<file path="config.mk">
export PLATFORM = sky130hd
export DESIGN_NAME = dcache_load_port
export DESIGN_NICKNAME = d
export VERILOG_FILES = /design/src/rtl/dcache_load_port_pkg.sv /design/src/rtl/dcache_mshr_table.sv /design/src/rtl/dcache_load_port.sv
export SDC_FILE = /design/constraint.sdc
export NUM_CORES = 2
export LEC_CHECK = 0
export BUFFER_PORTS_ARGS = -buffer_cell sky130_fd_sc_hd__buf_4
export CAP_MARGIN = 20
export CORE_MARGIN = 2
export CORE_UTILIZATION = 25
export CTS_CLUSTER_DIAMETER = 150
export DETAILED_ROUTE_END_ITERATION = 6
export PLACE_DENSITY_LB_ADDON = 0.25
export SETUP_SLACK_MARGIN = 0.2
export SYNTH_ARGS = -nofsm -noshare
export SYNTH_HDL_FRONTEND = slang
export SYNTH_SLANG_ARGS = --single-unit
</file>
<file path="constraint.sdc">
create_clock -name clock -period 13.3 [get_ports clock]
set_clock_uncertainty 0.15 [all_clocks]
set_input_delay 0.665 -clock clock [delete_from_list [all_inputs] [get_ports clock]]
set_output_delay 0.665 -clock clock [all_outputs]
set_load 0.1 [all_outputs]
</file>
<file path="src/rtl/dcache_load_port_pkg.sv">
// Shared types and sizing for the dcache load port and its MSHR table.
// Line geometry: 32 direct-mapped sets of 8-byte lines.
package dcache_load_port_pkg;

   localparam int NUM_LU_DCACHE = 2;
   localparam int NUM_SETS      = 32;
   localparam int NUM_MSHR      = 4;
   localparam int MEM_TAG_W     = 4;

   localparam int SET_W      = $clog2(NUM_SETS);
   localparam int BLOCK_W    = 29;
   localparam int TAG_W      = BLOCK_W - SET_W;
   localparam int MSHR_IDX_W = $clog2(NUM_MSHR);

   typedef struct packed {
      logic        valid;
      logic [31:0] addr;
   } LQ_DCACHE_PACKET;

   typedef struct packed {
      logic        valid;
      logic [31:0] addr;
      logic [63:0] data;
   } DCACHE_LQ_PACKET;

   typedef struct packed {
      logic                 valid;
      logic [BLOCK_W-1:0]   block;
      logic [MEM_TAG_W-1:0] mem_tag;
   } DCACHE_MSHR_ENTRY;

   localparam int LQ_PKT_W   = $bits(LQ_DCACHE_PACKET);
   localparam int FILL_PKT_W = $bits(DCACHE_LQ_PACKET);

   function automatic logic [31:0] word_sel(
      input logic [63:0] line,
      input logic        word
   );
      return word ? line[63:32] : line[31:0];
   endfunction

endpackage

</file>
<file path="src/rtl/dcache_mshr_table.sv">
// Miss status holding registers: block CAM for lookups, tag CAM for
// returning fills, lowest-free-slot allocation.
module dcache_mshr_table
   import dcache_load_port_pkg::*;
#(
   parameter int NUM_PORTS = NUM_LU_DCACHE
) (
   input  logic                         clk_i,
   input  logic                         rst_ni,
   input  logic [NUM_PORTS*BLOCK_W-1:0] lookup_block_i,
   output logic [NUM_PORTS-1:0]         match_o,
   output logic                         free_avail_o,
   input  logic                         alloc_i,
   input  logic [BLOCK_W-1:0]           alloc_block_i,
   input  logic [MEM_TAG_W-1:0]         alloc_tag_i,
   input  logic [MEM_TAG_W-1:0]         resp_tag_i,
   output logic                         fill_o,
   output logic [BLOCK_W-1:0]           fill_block_o
);

   DCACHE_MSHR_ENTRY [NUM_MSHR-1:0] mshr_q, mshr_d;
   logic [MSHR_IDX_W-1:0]           free_idx;
   logic [MSHR_IDX_W-1:0]           fill_idx;

   always_comb begin
      match_o = '0;
      for (int p = 0; p < NUM_PORTS; p++) begin
         for (int m = 0; m < NUM_MSHR; m++) begin
            if (mshr_q[m].valid &&
                mshr_q[m].block == lookup_block_i[p*BLOCK_W +: BLOCK_W])
               match_o[p] = 1'b1;
         end
      end
   end

   // Descending scans so the lowest matching index is the one kept.
   always_comb begin
      free_avail_o = 1'b0;
      free_idx     = '0;
      fill_o       = 1'b0;
      fill_idx     = '0;
      for (int m = NUM_MSHR - 1; m >= 0; m--) begin
         if (!mshr_q[m].valid) begin
            free_avail_o = 1'b1;
            free_idx     = MSHR_IDX_W'(m);
         end
         if (resp_tag_i != '0 && mshr_q[m].valid &&
             mshr_q[m].mem_tag == resp_tag_i) begin
            fill_o   = 1'b1;
            fill_idx = MSHR_IDX_W'(m);
         end
      end
   end

   assign fill_block_o = mshr_q[fill_idx].block;

   always_comb begin
      mshr_d = mshr_q;
      if (fill_o)
         mshr_d[fill_idx].valid = 1'b0;
      if (alloc_i && free_avail_o) begin
         mshr_d[free_idx].valid   = 1'b1;
         mshr_d[free_idx].block   = alloc_block_i;
         mshr_d[free_idx].mem_tag = alloc_tag_i;
      end
   end

   always_ff @(posedge clk_i or negedge rst_ni) begin
      if (!rst_ni)
         mshr_q <= '0;
      else
         mshr_q <= mshr_d;
   end

endmodule

</file>
<file path="src/rtl/dcache_load_port.sv">
// Dcache responder for load-queue requests: hit data, MSHR misses, fill broadcast.
// Build option DCACHE_MISS_MERGE_EN accepts loads to blocks already in flight.
module dcache_load_port
   import dcache_load_port_pkg::*;
#(
   parameter int NUM_PORTS = NUM_LU_DCACHE
) (
   input  logic                                clock,
   input  logic                                reset,
   input  logic [NUM_PORTS*LQ_PKT_W-1:0]       lq_dcache_packet,
   output logic [NUM_PORTS-1:0]                load_req_accept,
   output logic [NUM_PORTS*32-1:0]             load_req_data,
   output logic [NUM_PORTS-1:0]                load_req_data_valid,
   output logic [NUM_LU_DCACHE*FILL_PKT_W-1:0] dcache_lq_packet,
   output logic                                mem_req_valid,
   output logic [31:0]                         mem_req_addr,
   input  logic [MEM_TAG_W-1:0]                mem_req_tag,
   input  logic [MEM_TAG_W-1:0]                mem_resp_tag,
   input  logic [63:0]                         mem_resp_data
);

`ifdef DCACHE_MISS_MERGE_EN
   localparam logic MERGE_EN = 1'b1;
`else
   localparam logic MERGE_EN = 1'b0;
`endif

   logic [NUM_SETS-1:0] lvalid_q;
   logic [TAG_W-1:0]    ltag_q  [NUM_SETS];
   logic [63:0]         ldata_q [NUM_SETS];

   LQ_DCACHE_PACKET      req     [NUM_PORTS];
   logic [BLOCK_W-1:0]   blk     [NUM_PORTS];
   logic [SET_W-1:0]     set_idx [NUM_PORTS];
   logic [TAG_W-1:0]     tag     [NUM_PORTS];
   logic [31:0]          rd_word [NUM_PORTS];
   logic [NUM_PORTS-1:0] hit;
   logic [NUM_PORTS-1:0] unused_offset;

   logic [NUM_PORTS*BLOCK_W-1:0] lookup_flat;
   logic [NUM_PORTS-1:0]         mshr_match;
   logic                         free_avail;
   logic                         fill;
   logic [BLOCK_W-1:0]           fill_blk;

   logic                 prim_found;
   logic                 alloc;
   logic [BLOCK_W-1:0]   win_blk;
   logic [NUM_PORTS-1:0] accept;

   logic [NUM_PORTS-1:0]    dv_q, dv_d;
   logic [NUM_PORTS*32-1:0] data_q, data_d;
   DCACHE_LQ_PACKET         fill_q, fill_d;

   always_comb begin
      lookup_flat   = '0;
      hit           = '0;
      unused_offset = '0;
      for (int p = 0; p < NUM_PORTS; p++) begin
         req[p]     = lq_dcache_packet[p*LQ_PKT_W +: LQ_PKT_W];
         blk[p]     = req[p].addr[31:3];
         set_idx[p] = req[p].addr[3 +: SET_W];
         tag[p]     = req[p].addr[31 -: TAG_W];
         rd_word[p] = word_sel(ldata_q[set_idx[p]], req[p].addr[2]);
         hit[p]     = req[p].valid && lvalid_q[set_idx[p]] &&
                      ltag_q[set_idx[p]] == tag[p];
         unused_offset[p] = ^req[p].addr[1:0];
         lookup_flat[p*BLOCK_W +: BLOCK_W] = blk[p];
      end
   end

   dcache_mshr_table #(
      .NUM_PORTS(NUM_PORTS)
   ) u_mshr (
      .clk_i         (clock),
      .rst_ni        (reset),
      .lookup_block_i(lookup_flat),
      .match_o       (mshr_match),
      .free_avail_o  (free_avail),
      .alloc_i       (alloc),
      .alloc_block_i (win_blk),
      .alloc_tag_i   (mem_req_tag),
      .resp_tag_i    (mem_resp_tag),
      .fill_o        (fill),
      .fill_block_o  (fill_blk)
   );

   // Ports are walked in index order so the lowest primary miss owns
   // the single memory request and later ports see its allocation.
   always_comb begin
      accept     = '0;
      prim_found = 1'b0;
      alloc      = 1'b0;
      win_blk    = '0;
      if (reset) begin
         for (int p = 0; p < NUM_PORTS; p++) begin
            if (!req[p].valid) begin
               accept[p] = 1'b0;
            end else if (hit[p]) begin
               accept[p] = 1'b1;
            end else if (mshr_match[p] || (alloc && win_blk == blk[p])) begin
               accept[p] = MERGE_EN;
            end else if (!prim_found) begin
               prim_found = 1'b1;
               win_blk    = blk[p];
               if (mem_req_tag != '0 && free_avail) begin
                  alloc     = 1'b1;
                  accept[p] = 1'b1;
               end
            end
         end
      end
   end

   assign load_req_accept = accept;
   assign mem_req_valid   = prim_found && free_avail;
   assign mem_req_addr    = mem_req_valid ? {win_blk, 3'b000} : '0;

   always_comb begin
      dv_d   = '0;
      data_d = '0;
      for (int p = 0; p < NUM_PORTS; p++) begin
         if (hit[p]) begin
            dv_d[p]             = 1'b1;
            data_d[p*32 +: 32]  = rd_word[p];
         end
      end
      fill_d = '0;
      if (fill) begin
         fill_d.valid = 1'b1;
         fill_d.addr  = {fill_blk, 3'b000};
         fill_d.data  = mem_resp_data;
      end
   end

   always_ff @(posedge clock or negedge reset) begin
      if (!reset) begin
         lvalid_q <= '0;
         dv_q     <= '0;
         data_q   <= '0;
         fill_q   <= '0;
      end else begin
         if (fill)
            lvalid_q[fill_blk[SET_W-1:0]] <= 1'b1;
         dv_q   <= dv_d;
         data_q <= data_d;
         fill_q <= fill_d;
      end
   end

   // Tag/data storage needs no reset; lvalid_q guards every read.
   always_ff @(posedge clock) begin
      if (fill) begin
         ltag_q[fill_blk[SET_W-1:0]]  <= fill_blk[BLOCK_W-1:SET_W];
         ldata_q[fill_blk[SET_W-1:0]] <= mem_resp_data;
      end
   end

   always_comb begin
      dcache_lq_packet = '0;
      dcache_lq_packet[FILL_PKT_W-1:0] = fill_q;
   end

   assign load_req_data       = data_q;
   assign load_req_data_valid = dv_q;

endmodule
</file>
==> metrics.md <==
| Metric | Value |
|---|---|
| Final worst slack | `4.975 ns` |
| DRT Pass-1 Iters | `7` |
| Endpoints failing hold | `0` |
| Post-synth top area share | `57.55%` |
| Least-Margin Pin Slew | `1.301 ns` |
| Post-DRT Antenna Nets | `0` |
| CP max FO | `119` |
| Gr usage total | `18.07%` |
| Wire length per cell | `34.64 um` |
| Drc violations | `12` |
| CTS tree | `done` |
| Sequential Power Share | `44.6%` |
| Clock-pin slew on the worst setup and hold paths | `0.06 ns` |
| Fin nets | `7,913` |
| Mapped cell area | `0.1469 sq mm` |
| Initial antenna violation count | `40` |
| Psw | `8.662 mW` |
| Vias in the first global route | `86,766` |
| Syn_area_per_cell | `20.01 sq um` |
| Placer Congestion | `0.9078` |
| Critical Path RT | `12.48 ns` |
| Cell Rows | `281` |
| Net Sw Frac | `30.73%` |
| DR iter-0 viols | `9,905` |
| Via density per instance | `5.283` |
| R2R Setup Slk | `6.74 ns` |
| Resize count post-CTS | `0` |
| Num Clock Sinks | `3,144` |
| DIE AREA | `0.5939 sq mm` |
| I/O pin count | `435` |
| Yosys reg bits | `3,144` |
| Failing checks | `design-rule violations` |
| Area leader, netlist | `edfxtp_1` |
| CTS H-tree lvls | `5` |
| Slew headroom | `13.28%` |
| Share of layout cells above drive strength 1 | `35.79%` |
| Post-route setup TNS | `0 ns` |
| Die W | `770.6 um` |
| Clk_lat worst skew | `1.03 ns` |
| Fmax | `0.1201 GHz` |
| Worst slack, placed | `5.143 ns` |
| Cell variety after synth | `77` |
| Maxcap violations | `0` |
| Largest cells by area after synthesis | `edfxtp_1 (58%), mux4_2 (26%), dfrtp_1 (5.6%)` |
| Final min period | `8.325 ns` |
| Logic pwr share | `19.4%` |
| Hold-fix buffer count after cts | `69` |
| Number of flops mapped to enable cells by yosys | `2,816` |
| Synth Flop Type | `edfxtp_1` |
| CP Class | `in2out` |
| Fraction of registers with async set/reset | `10.43%` |
| Initial cell density of the core | `25.10%` |
| Largest net degree at the start of global routing | `131` |
| Status | `complete, but fails checks` |
| Final wirelength | `549,800 um` |
| Slew Limit Fails | `0` |
| Pint | `19.53 mW` |
| CP endpoint kind | `output pin` |
| Post-CTS setup buffer count | `0` |
| Arrival @ worst endpoint | `7.51 ns` |
| Setup violators final | `0` |
| Overflow after GRT | `0` |
| Leakage power total | `55.45 nW` |
| Post-Synthesis Cells | `7,343` |
| CORE AREA | `0.5854 sq mm` |
| P&R area growth vs syn | `16.66%` |
| P per Cell Area | `164.5 mW/mm^2` |
| Post-synthesis sequential area ratio | `63.14%` |
| TritonCTS Buffers | `366` |
| CTS max path bufs | `4` |
| DP Wirelength | `312,800 um` |
| DR vias | `83,830` |
| HP Class | `in2async` |
| Yosys warnings | `0` |
| First-pass GRT wire length | `749,100 um` |
| Port bufs | `327` |
| Peak supply drop | `124.3 uV` |
| RSZ-0062 raised after global routing | `false` |
| Die height | `770.6 um` |
| Clk root buf | `clkbuf_16` |
| Critical path startpoint category | `primary input` |
| Crit share post-route | `62.59%` |
| Clock share of power | `36.0%` |
Yosys cell counts (all sizes together) (5+ instances only):
cell type / n
edfxtp: 2816
mux4: 1668
buf: 387
dfrtp: 328
mux2i: 326
clkbuf: 284
nand2: 173
inv: 154
xnor2: 149
xor2: 143
nor2: 103
and2: 86
a21oi: 63
and3: 58
nand3: 49
a211oi: 47
nor4: 47
nand4: 44
mux2: 37
or2: 37
a22oi: 35
a31oi: 33
a221oi: 30
o22ai: 30
a222oi: 28
o21ai: 23
nor2b: 21
nor3: 14
a311oi: 13
a21o: 11
a22o: 10
nand2b: 8
o2111ai: 8
o22a: 7
or3: 7
or4: 6
o221ai: 5
o31ai: 5
cell families (layout without fill, tap and decap cells):
group / count (synthesis) / in the layout / share of synthesized area, %
compound gates: 387 / 387 / 1.947
xor+xnor: 292 / 292 / 1.741
buf+inv: 827 / 1460 / 2.779
flops: 3144 / 3144 / 63.14
mux: 2031 / 2031 / 28.07
other cells: 1 / 112 / 0.002552
simple gates: 661 / 661 / 2.325
state kept, by name, indices dropped and copies added, names as in the netlist:
register             cells
ldata_q               2048
ltag_q                 768
u_mshr.mshr_q          136
dcache_lq_packet        94
load_req_data           64
lvalid_q                32
load_req_data_valid      2
power groups by stage:
stage | Combinational (mW) | Clock, mW | Sequential [mW]
final | 5.47 | 10.1 | 12.6
after global routing | 5.73 | 10.7 | 12.6
after CTS | 5.34 | 10.4 | 12.6
after detailed placement | 5.31 | 0 | 12.8
after global placement | 5.23 | 0 | 12.7
after floorplan | 2.66 | 0 | 13.2
routing by layer:
| layer | vias to the layer above | routed length (um) | global-route usage [%] |
|---|---|---|---|
| li1 | 31854 | - | - |
| met1 | 46866 | 231200 | 25.33 |
| met2 | 4333 | 257100 | 28.89 |
| met3 | 769 | 44440 | 3.140 |
| met4 | 8 | 16940 | 5.006 |
| met5 | - | 52 | 0 |
final timing paths:
path | start | cells past startpoint | to
min in group clock | mem_resp_tag[3] | 4 | u_mshr.mshr_q[33]
worst max register to register | u_mshr.mshr_q[67] | 10 | ldata_q[3][21]
worst min register to register | lvalid_q[31] | 1 | lvalid_q[31]
worst min-delay path | reset | 2 | dcache_lq_packet[1]
max in group asynchronous | reset | 7 | dcache_lq_packet[47]
worst max-delay path | lq_dcache_packet[4] | 16 | mem_req_addr[29]
cell type report:
class / count / area, sq um
Sequential cell: 3144 / 92770
Antenna cell: 9 / 22.52
Tap cell: 7782 / 9737
Timing Repair Buffer: 631 / 5579
Inverter: 156 / 608.1
Fill cell: 57223 / 414000
Multi-Input combinational cell: 3474 / 50800
Clock buffer: 471 / 9848
Clock inverter: 202 / 2057
per-stage QoR:
stage	area, sq um	utilization [%]	cells	total power, mW	hold WS, ns
floorplan	147300	-	7445	15.90	0.2194
global placement	158400	27.07	15101	17.98	0.3176
detailed placement	158500	27.08	15105	18.10	0.3262
CTS	171100	29.23	15847	28.30	0.04471
global route	171400	29.28	15861	29.10	0.1113
finish	171400	29.28	15869	28.19	0.1090
critical path: stages:
cell and delay, ns:
buf_8 0.47, buf_12 0.71, buf_4 0.78, mux4_2 0.59, mux2i_1 0.15, o32ai_1 0.13
a211oi_1 0.71, xnor2_1 0.19, nand4_1 0.17, nor4_4 0.39, buf_4 0.49, a21o_1 0.18
buf_4 0.49, a31oi_1 0.51, nor2_1 0.28, buf_4 0.33
layout by cell type, fill, tap and decap left out, types with 32 or more instances in the layout:
cell	synthesis	routed
a211oi_1	47	47
a21oi_1	60	60
a22oi_1	35	35
a31oi_1	32	32
and2_1	84	83
and3_1	58	58
buf_12	0	37
buf_4	168	507
clkbuf_1	283	80
clkbuf_16	0	370
clkinv_1	2	68
clkinv_2	0	63
conb_1	1	103
dfrtp_1	328	328
dlygate4sd3_1	0	69
edfxtp_1	2816	2816
inv_1	150	148
mux2_2	37	37
mux2i_1	326	326
mux4_2	1668	1668
nand2_1	173	172
nand3_1	49	49
nand4_1	44	44
nor2_1	103	70
nor2_4	0	32
nor4_1	46	44
or2_2	37	37
xnor2_1	149	149
xor2_1	143	143
No activity file was read; power rests on OpenSTA's default activity.
